$ cat src/rtl/dial_entry.sv
// rtl/dial_entry.sv - keypad dial-number entry: strobe synchronizer, action decode, entry FSM
// Optional feature macro: DIAL_BACKSPACE_EN (clear with a non-empty buffer removes only the newest digit)
module dial_entry (
    input  logic        CLK,
    input  logic        RST,
    input  logic        startSet,
    input  logic [4:0]  num,
    input  logic        start,
    input  logic        clear,
    input  logic        enter,
    output logic [31:0] digits,
    output logic [3:0]  count,
    output logic        active,
    output logic        dial_valid,
    output logic [31:0] dial_number,
    output logic        overflow
);

    typedef enum logic [1:0] {
        S_IDLE  = 2'd0,
        S_ENTRY = 2'd1,
        S_DONE  = 2'd2
    } state_t;

    typedef enum logic [2:0] {
        A_NONE  = 3'd0,
        A_START = 3'd1,
        A_CLEAR = 3'd2,
        A_ENTER = 3'd3,
        A_DIGIT = 3'd4
    } act_t;

    localparam logic [31:0] EMPTY_BUF = 32'hFFFF_FFFF;
    localparam logic [3:0]  MAX_COUNT = 4'd8;

    logic   sync1, sync2, sync3;
    logic   key_event;
    act_t   act_dec, act_q;
    logic [3:0] digit_q;

    state_t state_q, state_d;
    logic [31:0] digits_d, dial_number_d;
    logic [3:0]  count_d;
    logic        dial_valid_d, overflow_d;

    // Bring the asynchronous key strobe into CLK domain and keep one history flop for edge detection
    always_ff @(posedge CLK or posedge RST) begin
        if (RST) begin
            sync1 <= 1'b0;
            sync2 <= 1'b0;
            sync3 <= 1'b0;
        end else begin
            sync1 <= startSet;
            sync2 <= sync1;
            sync3 <= sync2;
        end
    end

    // A held strobe yields exactly one event: only the synchronized rising edge counts
    assign key_event = sync2 & ~sync3;

    // Resolve one action per event: start beats clear beats enter beats a valid digit
    always_comb begin
        act_dec = A_NONE;
        if (start) begin
            act_dec = A_START;
        end else if (clear) begin
            act_dec = A_CLEAR;
        end else if (enter) begin
            act_dec = A_ENTER;
        end else if (num <= 5'd9) begin
            act_dec = A_DIGIT;
        end
    end

    // Capture the decoded action on the event cycle; reset drops any event still in flight
    always_ff @(posedge CLK or posedge RST) begin
        if (RST) begin
            act_q   <= A_NONE;
            digit_q <= 4'd0;
        end else begin
            act_q   <= key_event ? act_dec : A_NONE;
            digit_q <= num[3:0];
        end
    end

    // Next-state and next-output logic of the entry state machine
    always_comb begin
        state_d       = state_q;
        digits_d      = digits;
        count_d       = count;
        dial_number_d = dial_number;
        dial_valid_d  = 1'b0;
        overflow_d    = 1'b0;

        case (state_q)
            S_IDLE: begin
                if (act_q == A_START) begin
                    state_d  = S_ENTRY;
                    digits_d = EMPTY_BUF;
                    count_d  = 4'd0;
                end
            end

            S_ENTRY: begin
                case (act_q)
                    A_START: begin
                        digits_d = EMPTY_BUF;
                        count_d  = 4'd0;
                    end
                    A_CLEAR: begin
                        if (count == 4'd0) begin
                            state_d  = S_IDLE;
                            digits_d = EMPTY_BUF;
                        end else begin
`ifdef DIAL_BACKSPACE_EN
                            digits_d = {4'hF, digits[31:4]};
                            count_d  = count - 4'd1;
`else
                            digits_d = EMPTY_BUF;
                            count_d  = 4'd0;
`endif
                        end
                    end
                    A_ENTER: begin
                        if (count != 4'd0) begin
                            dial_number_d = digits;
                            dial_valid_d  = 1'b1;
                            state_d       = S_DONE;
                        end
                    end
                    A_DIGIT: begin
                        if (count == MAX_COUNT) begin
                            overflow_d = 1'b1;
                        end else begin
                            digits_d = {digits[27:0], digit_q};
                            count_d  = count + 4'd1;
                        end
                    end
                    default: begin
                    end
                endcase
            end

            S_DONE: begin
                if (act_q == A_START) begin
                    state_d  = S_ENTRY;
                    digits_d = EMPTY_BUF;
                    count_d  = 4'd0;
                end else if (act_q == A_CLEAR) begin
                    state_d  = S_IDLE;
                    digits_d = EMPTY_BUF;
                    count_d  = 4'd0;
                end
            end

            default: begin
                state_d  = S_IDLE;
                digits_d = EMPTY_BUF;
                count_d  = 4'd0;
            end
        endcase
    end

    // State and registered outputs
    always_ff @(posedge CLK or posedge RST) begin
        if (RST) begin
            state_q     <= S_IDLE;
            digits      <= EMPTY_BUF;
            count       <= 4'd0;
            dial_number <= EMPTY_BUF;
            dial_valid  <= 1'b0;
            overflow    <= 1'b0;
        end else begin
            state_q     <= state_d;
            digits      <= digits_d;
            count       <= count_d;
            dial_number <= dial_number_d;
            dial_valid  <= dial_valid_d;
            overflow    <= overflow_d;
        end
    end

    assign active = (state_q == S_ENTRY);

endmodule

$ cat config.mk
export PLATFORM = sky130hd
export DESIGN_NAME = dial_entry
export DESIGN_NICKNAME = d
export VERILOG_FILES = /design/src/rtl/dial_entry.sv
export SDC_FILE = /design/constraint.sdc
export NUM_CORES = 1
export LEC_CHECK = 0
export CAP_MARGIN = 15
export CORE_MARGIN = 3
export CORE_UTILIZATION = 49
export DETAILED_ROUTE_END_ITERATION = 8
export PLACE_DENSITY = 0.83
export SLEW_MARGIN = 20
export SYNTH_ARGS = -nofsm -noshare
export SYNTH_HDL_FRONTEND = slang
export SYNTH_SLANG_ARGS = --single-unit
$ cat constraint.sdc
create_clock -name CLK -period 2.75 [get_ports CLK]
set_clock_uncertainty 0.15 [all_clocks]
set_input_delay 0.4125 -clock CLK [delete_from_list [all_inputs] [get_ports CLK]]
set_output_delay 0.4125 -clock CLK [all_outputs]
set_load 0.1 [all_outputs]
======== Word-level counts from Yosys, hierarchy flattened ========
Cells that the tools add are included.
cells by class
  equal/unequal tests ..................... 16
  $add $sub $neg .......................... 1
  multiplexer cells ....................... 31
  $lt $le $gt $ge ......................... 1
  reductions and logical operators ........ 8
  bitwise logic cells ..................... 2
operators with widths
  cell                                                 count
  two-way mux 32 bit                                   4
  one-hot mux 32 bit (3 select lines)                  1
  one-hot mux 32 bit (2 select lines)                  1
  one-hot mux 4 bit (3 select lines)                   2
  two-way mux 4 bit                                    5
  two-way mux 3 bit                                    5
  != test 3 bit, second input constant                 5
  two-way mux 2 bit                                    5
  AND reduction 5 bit                                  2
  equality test 3 x 2 -> 1 bit, second input constant  2
  two-way mux 1 bit                                    6
  one-hot mux 2 bit (3 select lines)                   1
  <= comparator 5 x 4 -> 1 bit, second input constant  1
  adder 4 x 1 -> 4 bit, second input constant          1
  equality test 4 bit, second input constant           1
  zero test 4 bit                                      1
  != test 4 x 1 -> 1 bit, second input constant        1
  one-hot mux 2 bit (2 select lines)                   1
  AND reduction 4 bit                                  1
  nonzero test 4 bit                                   1
  equality test 3 x 1 -> 1 bit, second input constant  1
  equality test 3 bit, second input constant           1
  != test 3 x 1 -> 1 bit, second input constant        1
  != test 3 x 2 -> 1 bit, second input constant        1
  8 further kinds                                      8
word-level totals
  logic and storage cells ................. 70
  output and inout bits ................... 71
  bits in registers ....................... 82

======== Longest topological paths before layout ========
Gate-level depths: netlist of run 1.
  word-level depth ........................ 6
  depth in mapped cells ................... 8
  mapped depth without buffers ............ 7

======== Worst setup path before layout of run 1 ========
No wires, ideal clock.
  path kind ............................... reg2reg
  start ................................... register count[0]
  end ..................................... register dial_number[10]
  cell stages (with the launch flop) ...... 9
  setup slack ............................. 67 ps
  clock period less this slack ............ 2683 ps
  arrival time ............................ 2450 ps
  buffers on the path ..................... 2
  required time ........................... 2518 ps
  cell sequence ........................... dfrtp_1 inv_1 ha_1 nand2b_1 nor2_2 nor4bb_4 buf_6 buf_12 mux2_4
on the way
  cells in the longest elaborated chain, start to end .. 2
ends and longest elaborated chain
  item                                  line  text
  start: declaration                    12    output logic [3:0] count,
  start signal: assignment              177   count <= count_d;
  nonzero test 4 bit                    126   if (count != 4'd0) begin
  AND reduction 3 bit (no source line)  -
  end signal: assignment                178   dial_number <= dial_number_d;
  end: declaration                      15    output logic [31:0] dial_number,
Every way passes these cells.
A chain may end at the register's enable or synchronous reset.

======== Final worst setup path of run 1 ========
  start ................................... register state_q[0]
  end ..................................... output active
on the way
  cells in the longest elaborated chain, start to end .. 1
ends and longest elaborated chain
  item                          line  text
  start: declaration            41    state_t state_q, state_d;
  start signal: assignment      175   state_q <= state_d;
  equality test 2 x 1 -> 1 bit  184   assign active = (state_q == S_ENTRY);
  end: declaration              13    output logic active,
Every way passes these cells.

==> results of run 1 <==
## state kept, by name, summed over array words and instances, names as in the netlist, 2 cells and up
| name | cells |
|---|---|
| digits | 32 |
| dial_number | 32 |
| act_q | 3 |
| digit_q | 4 |
| count | 4 |
| state_q | 2 |
## worst max-delay path, cell delays in order (launching register included)
cell and delay [ns]:
dfrtp_1 0.45, nor2b_1 0.42, buf_4 0.38
## logic make-up after synthesis
logic type,Yosys count,share of synthesized area (%)
AOI/OAI and AO/OA,45,10.7
xor gates and xnor gates,2,0.519
adders and majority gates,2,0.741
buffers and inverters,17,4.56
DFF,82,63.2
muxes,34,14.5
and+or+nand+nor,34,5.78
## layer usage
metal | up-vias | part of all wire, % | wire, um
li1 | 942 | - | -
met1 | 1040 | 49 | 3260
met2 | 63 | 45 | 2990
met3 | 10 | 4.9 | 330
met4 | 0 | 1.8 | 121
met5 | - | 0 | 0
## final cells by class
class | count | area [um^2]
Fill cell | 482 | 2240
Clock buffer | 13 | 170
Timing Repair Buffer | 86 | 683
Clock inverter | 3 | 68.8
Tap cell | 77 | 96.3
Sequential cell | 82 | 2130
Multi-Input combinational cell | 117 | 1090
Inverter | 5 | 20.0
## through the flow
stage          setup slack [ns]  hold slack [ns]  util, %
6_report                  0.592            0.215     65.6
5_1_grt                   0.490            0.235     65.6
4_1_cts                   0.598            0.223     65.6
3_5_place_dp              0.623            0.206     61.9
3_3_place_gp              0.707            0.185     61.9
2_1_floorplan            0.0672            0.181        -
## power breakdown
part	leakage, uW	total, uW	internal, uW	switching, uW
logic	0.000804	324	88.2	236
clock network	0.000119	1000	594	410
registers	0.000898	1270	1250	25.1
## cell usage after synthesis
master and instances:
buf_6 4, nand2_1 6, nor3b_1 1, o21ai_1 2
nor2_1 10, nor3_1 1, dfrtp_1 18, ha_1 2
nor2b_1 1, xnor2_1 1, a21oi_1 1, nor2_2 3
xor2_1 1, nand2b_1 5, a31oi_1 1, buf_12 3
mux2i_1 2, and2b_1 1, nand3b_1 1, mux2_1 3
o211ai_1 1, dfstp_2 64, mux2_4 29, buf_4 2
and3_1 1, o22ai_1 2, inv_1 5, a221oi_2 1
nand3_1 2, o22a_1 32, nor4bb_4 1, and4b_1 1
buf_2 3, o21ai_0 5
## path summary, 6_finish.rpt
| kind | start | endpoint | cells past startpoint |
|---|---|---|---|
| hold reg to reg | sync1$_DFF_PP0_ | sync2$_DFF_PP0_ | 0 |
| min in group asynchronous | RST | digit_q[0]$_DFF_PP0_ | 2 |
| hold / removal | sync1$_DFF_PP0_ | sync2$_DFF_PP0_ | 0 |
| max in group asynchronous | RST | digits[13]$_DFFE_PP1P_ | 3 |
| setup / recovery | state_q[0]$_DFFE_PP0P_ | active | 2 |
| setup reg to reg | count[0]$_DFFE_PP0P_ | dial_number[12]$_DFFE_PP1P_ | 7 |
==> flow_metrics.env, run 1 <==
export IMPL_outcome="finished, final reports clean"
export IMPL_worst_slew_pin_slew_ns=0.594
export IMPL_via_per_inst=5.37
export IMPL_die_area_um2=7920
export IMPL_cts_tree="built"
export IMPL_synth_area_um2=3370
export IMPL_final_common_cell="buf_4"
export IMPL_start_util_pct=52.0
export IMPL_cts_buffers=9
export IMPL_clk_pin_slew_ns=0.08
export IMPL_period_share_pct=78.5
export IMPL_layout_drive_gt1_share_pct=61.8
export IMPL_top_usage_layer="met2"
export IMPL_die_width_um=89.0
export IMPL_drtIter0Drc=102
export IMPL_dp_hpwl_mm=4.67
export IMPL_pin_count=82
export IMPL_grt_overflow_total=0
export IMPL_finalCriticalPeriod_ns=2.16
export IMPL_clk_latency_ns=0.34
export IMPL_nets=314
export IMPL_dp_cells=367
export IMPL_relSlewSlack_pct=60.4
export IMPL_rsz0062_at_grt="false"
export IMPL_fin_setup_tns_ns=0
export IMPL_dpl_cell_area_um2=4020
export IMPL_seq_area_frac_synth_pct=63.2
export IMPL_gp_congestion=0.869
export IMPL_vias=2055
export IMPL_rows=29
export IMPL_die_y_um=89.0
export IMPL_route_detailed_drc=0
export IMPL_use_met3_pct=3.50
export IMPL_finalNonFillerCells=383
export IMPL_r2r_slack_ns=0.62
export IMPL_end_kind="output pin"
export IMPL_grt_use_met1_pct=26.0
export IMPL_fmax_mhz=463
export IMPL_leakagePower_uw=0.00182
export IMPL_report_power_total_uw=2600
export IMPL_final_max_slew_viol_count=0
export IMPL_worstPathRequired_ns=2.19
export IMPL_worstSetupStartpointType="register"
export IMPL_antenna_found_initial=0
export IMPL_post_cts_resized=0
export IMPL_maxCapViolations=0
export IMPL_antennaDiodeCount=0
export IMPL_power_density_nw_per_um2=611
export IMPL_path_class="register to output pin"
export IMPL_grt_start_max_net_pins=48
export IMPL_grt_pass1_vias=2054
export IMPL_clockRootBuffer="clkbuf_8"
export IMPL_syn_inst=216
export IMPL_syn_num_nets=229
export IMPL_synthTopCellsByArea="dfstp_2 (50%), dfrtp_1 (13%), mux2_4 (13%)"
export IMPL_detail_route_first_pass_iterations=4
export IMPL_path_max_fanout=8
export IMPL_hold_viol_final=0
export IMPL_hold_class="register to register"
export IMPL_synth_distinct_cells=34
export IMPL_postCtsSetupBuffers=0
export IMPL_routed_wl_mm=6.70
export IMPL_cts_max_path_buffers=2
export IMPL_cts_hold_buf=0
export IMPL_grt_pass1_wl_mm=10.7
export IMPL_cp_arrival_ns=1.60
export IMPL_yosys_warnings=0
export IMPL_setup_viol=0
export IMPL_antenna_left=0
export IMPL_clock_sinks=82
export IMPL_wl_per_cell_um=17.5
export IMPL_synth_top_cell_by_area="dfstp_2"
export IMPL_grt_total_usage_pct=18.1
export IMPL_use_met2_pct=26.8
export IMPL_ir_drop_v=0.000339
export IMPL_finalInstanceArea_um2=4260
export IMPL_portBuffers=81
export IMPL_synth_top_area_share_pct=49.8
export IMPL_core_area_um2=6490
export IMPL_avgSynthCellArea_um2=15.6
export IMPL_synth_seq_cells=82
export IMPL_h_tree_depth=3
export IMPL_layout_common_cells="buf_4 (75), dfstp_2 (64), o22a_1 (32)"
export IMPL_area_delta_synth_final_pct=26.2
Power figures use the tool's default switching activity.
==> run 2, diff against run 1 <==
==> constraint.sdc (replaced) <==
create_clock -name CLK -period 2 [get_ports CLK]
set_clock_uncertainty 0.15 [all_clocks]
set_input_delay 0.3 -clock CLK [delete_from_list [all_inputs] [get_ports CLK]]
set_output_delay 0.3 -clock CLK [all_outputs]
set_load 0.1 [all_outputs]
==> flow_metrics.env, run 2 (synthesis gave the netlist of run 1 again) <==
export IMPL_nets=319
export IMPL_vias=2111
export IMPL_layout_drive_gt1_share_pct=65.0
export IMPL_worst_slew_pin_slew_ns=0.400
export IMPL_gp_congestion=0.832
export IMPL_period_share_pct=98.8
export IMPL_finalWorstSetupSlack_ns=0.0242
export IMPL_antennaDiodeCount=0
export IMPL_die_width_um=89.0
export IMPL_die_y_um=89.0
export IMPL_hold_class="register to register"
export IMPL_fill_cells=346
export IMPL_fmax_mhz=506
export IMPL_dr_max_layer_used="met4"
export IMPL_cp_arrival_ns=2.11
export IMPL_portBuffers=81
export IMPL_routed_wl_mm=7.50
export IMPL_area_delta_synth_final_pct=54.2
export IMPL_clk_pin_slew_ns=0.08
export IMPL_worstPathRequired_ns=2.13
export IMPL_rows=29
export IMPL_detail_route_first_pass_iterations=4
export IMPL_dpl_cell_area_um2=4980
export IMPL_pin_count=82
export IMPL_maxCapViolations=0
export IMPL_leakagePower_uw=0.00215
export IMPL_outcome="finished, final reports clean"
export IMPL_fin_setup_tns_ns=0
export IMPL_clock_sinks=82
export IMPL_finalCriticalPeriod_ns=1.98
export IMPL_setup_viol=0
export IMPL_grt_total_usage_pct=20.8
export IMPL_h_tree_depth=3
export IMPL_end_kind="register"
export IMPL_path_max_fanout=18
export IMPL_layout_common_cells="buf_12 (71), dfstp_2 (64), o22a_1 (32)"
export IMPL_core_area_um2=6490
export IMPL_antenna_found_initial=0
export IMPL_place_worst_setup_slack_ns=0.0308
export IMPL_dp_hpwl_mm=5.33
export IMPL_wl_per_cell_um=19.3
export IMPL_dr_wl_met3_um=303
export IMPL_die_area_um2=7920
export IMPL_hold_viol_final=0
export IMPL_cts_tree="built"
export IMPL_clockRootBuffer="clkbuf_8"
export IMPL_drtIter0Drc=94
export IMPL_worstSetupStartpointType="register"
export IMPL_path_class="register to register"
export IMPL_reg_top3="dial_number: 32 flops, digits: 32 flops"
export IMPL_relSlewSlack_pct=73.3
export IMPL_met2_length_mm=3.77
export IMPL_finalNonFillerCells=388
export IMPL_grt_pass1_vias=2271
export IMPL_finalInstanceArea_um2=5200
export IMPL_cts_max_path_buffers=2
export IMPL_postCtsSetupBuffers=0
export IMPL_grt_overflow_total=0
export IMPL_grt_start_max_net_pins=83
export IMPL_clk_latency_ns=0.35
export IMPL_route_detailed_drc=0
export IMPL_via_per_inst=5.44
export IMPL_final_max_slew_viol_count=0
export IMPL_start_util_pct=52.0
export IMPL_antenna_left=0
export IMPL_grt_pass1_wl_mm=12.1
export IMPL_cts_buffers=9
export IMPL_dp_cells=372
export IMPL_final_common_cell="buf_12"
export IMPL_rsz0062_at_grt="true"
export IMPL_wirelength_met1_mm=3.21
export IMPL_power_density_nw_per_um2=702
export IMPL_ir_drop_v=0.000593
[run 2: metal layers]
metal,GRT usage [%],vias up
met5,0,-
met4,10.7,0
met3,4.61,15
met2,33.6,65
met1,26.4,1071
li1,-,960
[run 2: final cells by class]
cell class | count | area [um^2] | share of cell area (%)
Multi-Input combinational cell | 117 | 1110 | 21.4
Tap cell | 77 | 96.3 | 1.85
Sequential cell | 82 | 2150 | 41.2
Clock buffer | 14 | 163 | 3.13
Clock inverter | 2 | 60.1 | 1.15
Inverter | 5 | 27.5 | 0.529
Timing Repair Buffer | 91 | 1600 | 30.7
[run 2: where the power goes]
group / switching [uW] / total, uW / internal [uW]
logic: 340 / 555 / 214
registers: 46.7 / 1770 / 1720
clock network: 558 / 1330 / 774
total: 945 / 3650 / 2710
[run 2: critical path, cell delays in order (launching register included)]
cell      delay, ns
dfrtp_4        0.43
inv_4          0.04
ha_4           0.16
nand2b_4       0.07
nor2_4         0.05
nor4bb_4       0.28
buf_4          0.38
mux2_4         0.34
[run 2: what timing repair did]
item / CTS / global route
hold buffers: 0 / 0
gates resized for setup: 0 / 1
setup endpoints to repair: 0 / 25
[run 2: through the flow]
| step | util [%] | hold WS (ns) | total power, uW |
|---|---|---|---|
| after floorplan | - | 0.181 | 2150 |
| after detailed placement | 76.7 | 0.202 | 2350 |
| final | 80.1 | 0.217 | 3650 |
| after global placement | 76.7 | 0.191 | 2330 |
| after global routing | 80.1 | 0.221 | 3800 |
| after CTS | 80.1 | 0.212 | 3680 |
[run 2: final timing paths]
check                                      from                          to  slack (ns)  cells after the start
max                        count[1]$_DFFE_PP0P_  dial_number[8]$_DFFE_PP1P_        0.02                      7
min                             sync1$_DFF_PP0_             sync2$_DFF_PP0_        0.22                      0
min reg2reg                     sync1$_DFF_PP0_             sync2$_DFF_PP0_        0.22                      0
min in group asynchronous                   RST          act_q[2]$_DFF_PP0_        0.28                      3
max reg2reg                count[1]$_DFFE_PP0P_  dial_number[8]$_DFFE_PP1P_        0.02                      7
max in group asynchronous                   RST      digits[28]$_DFFE_PP1P_        1.09                      3
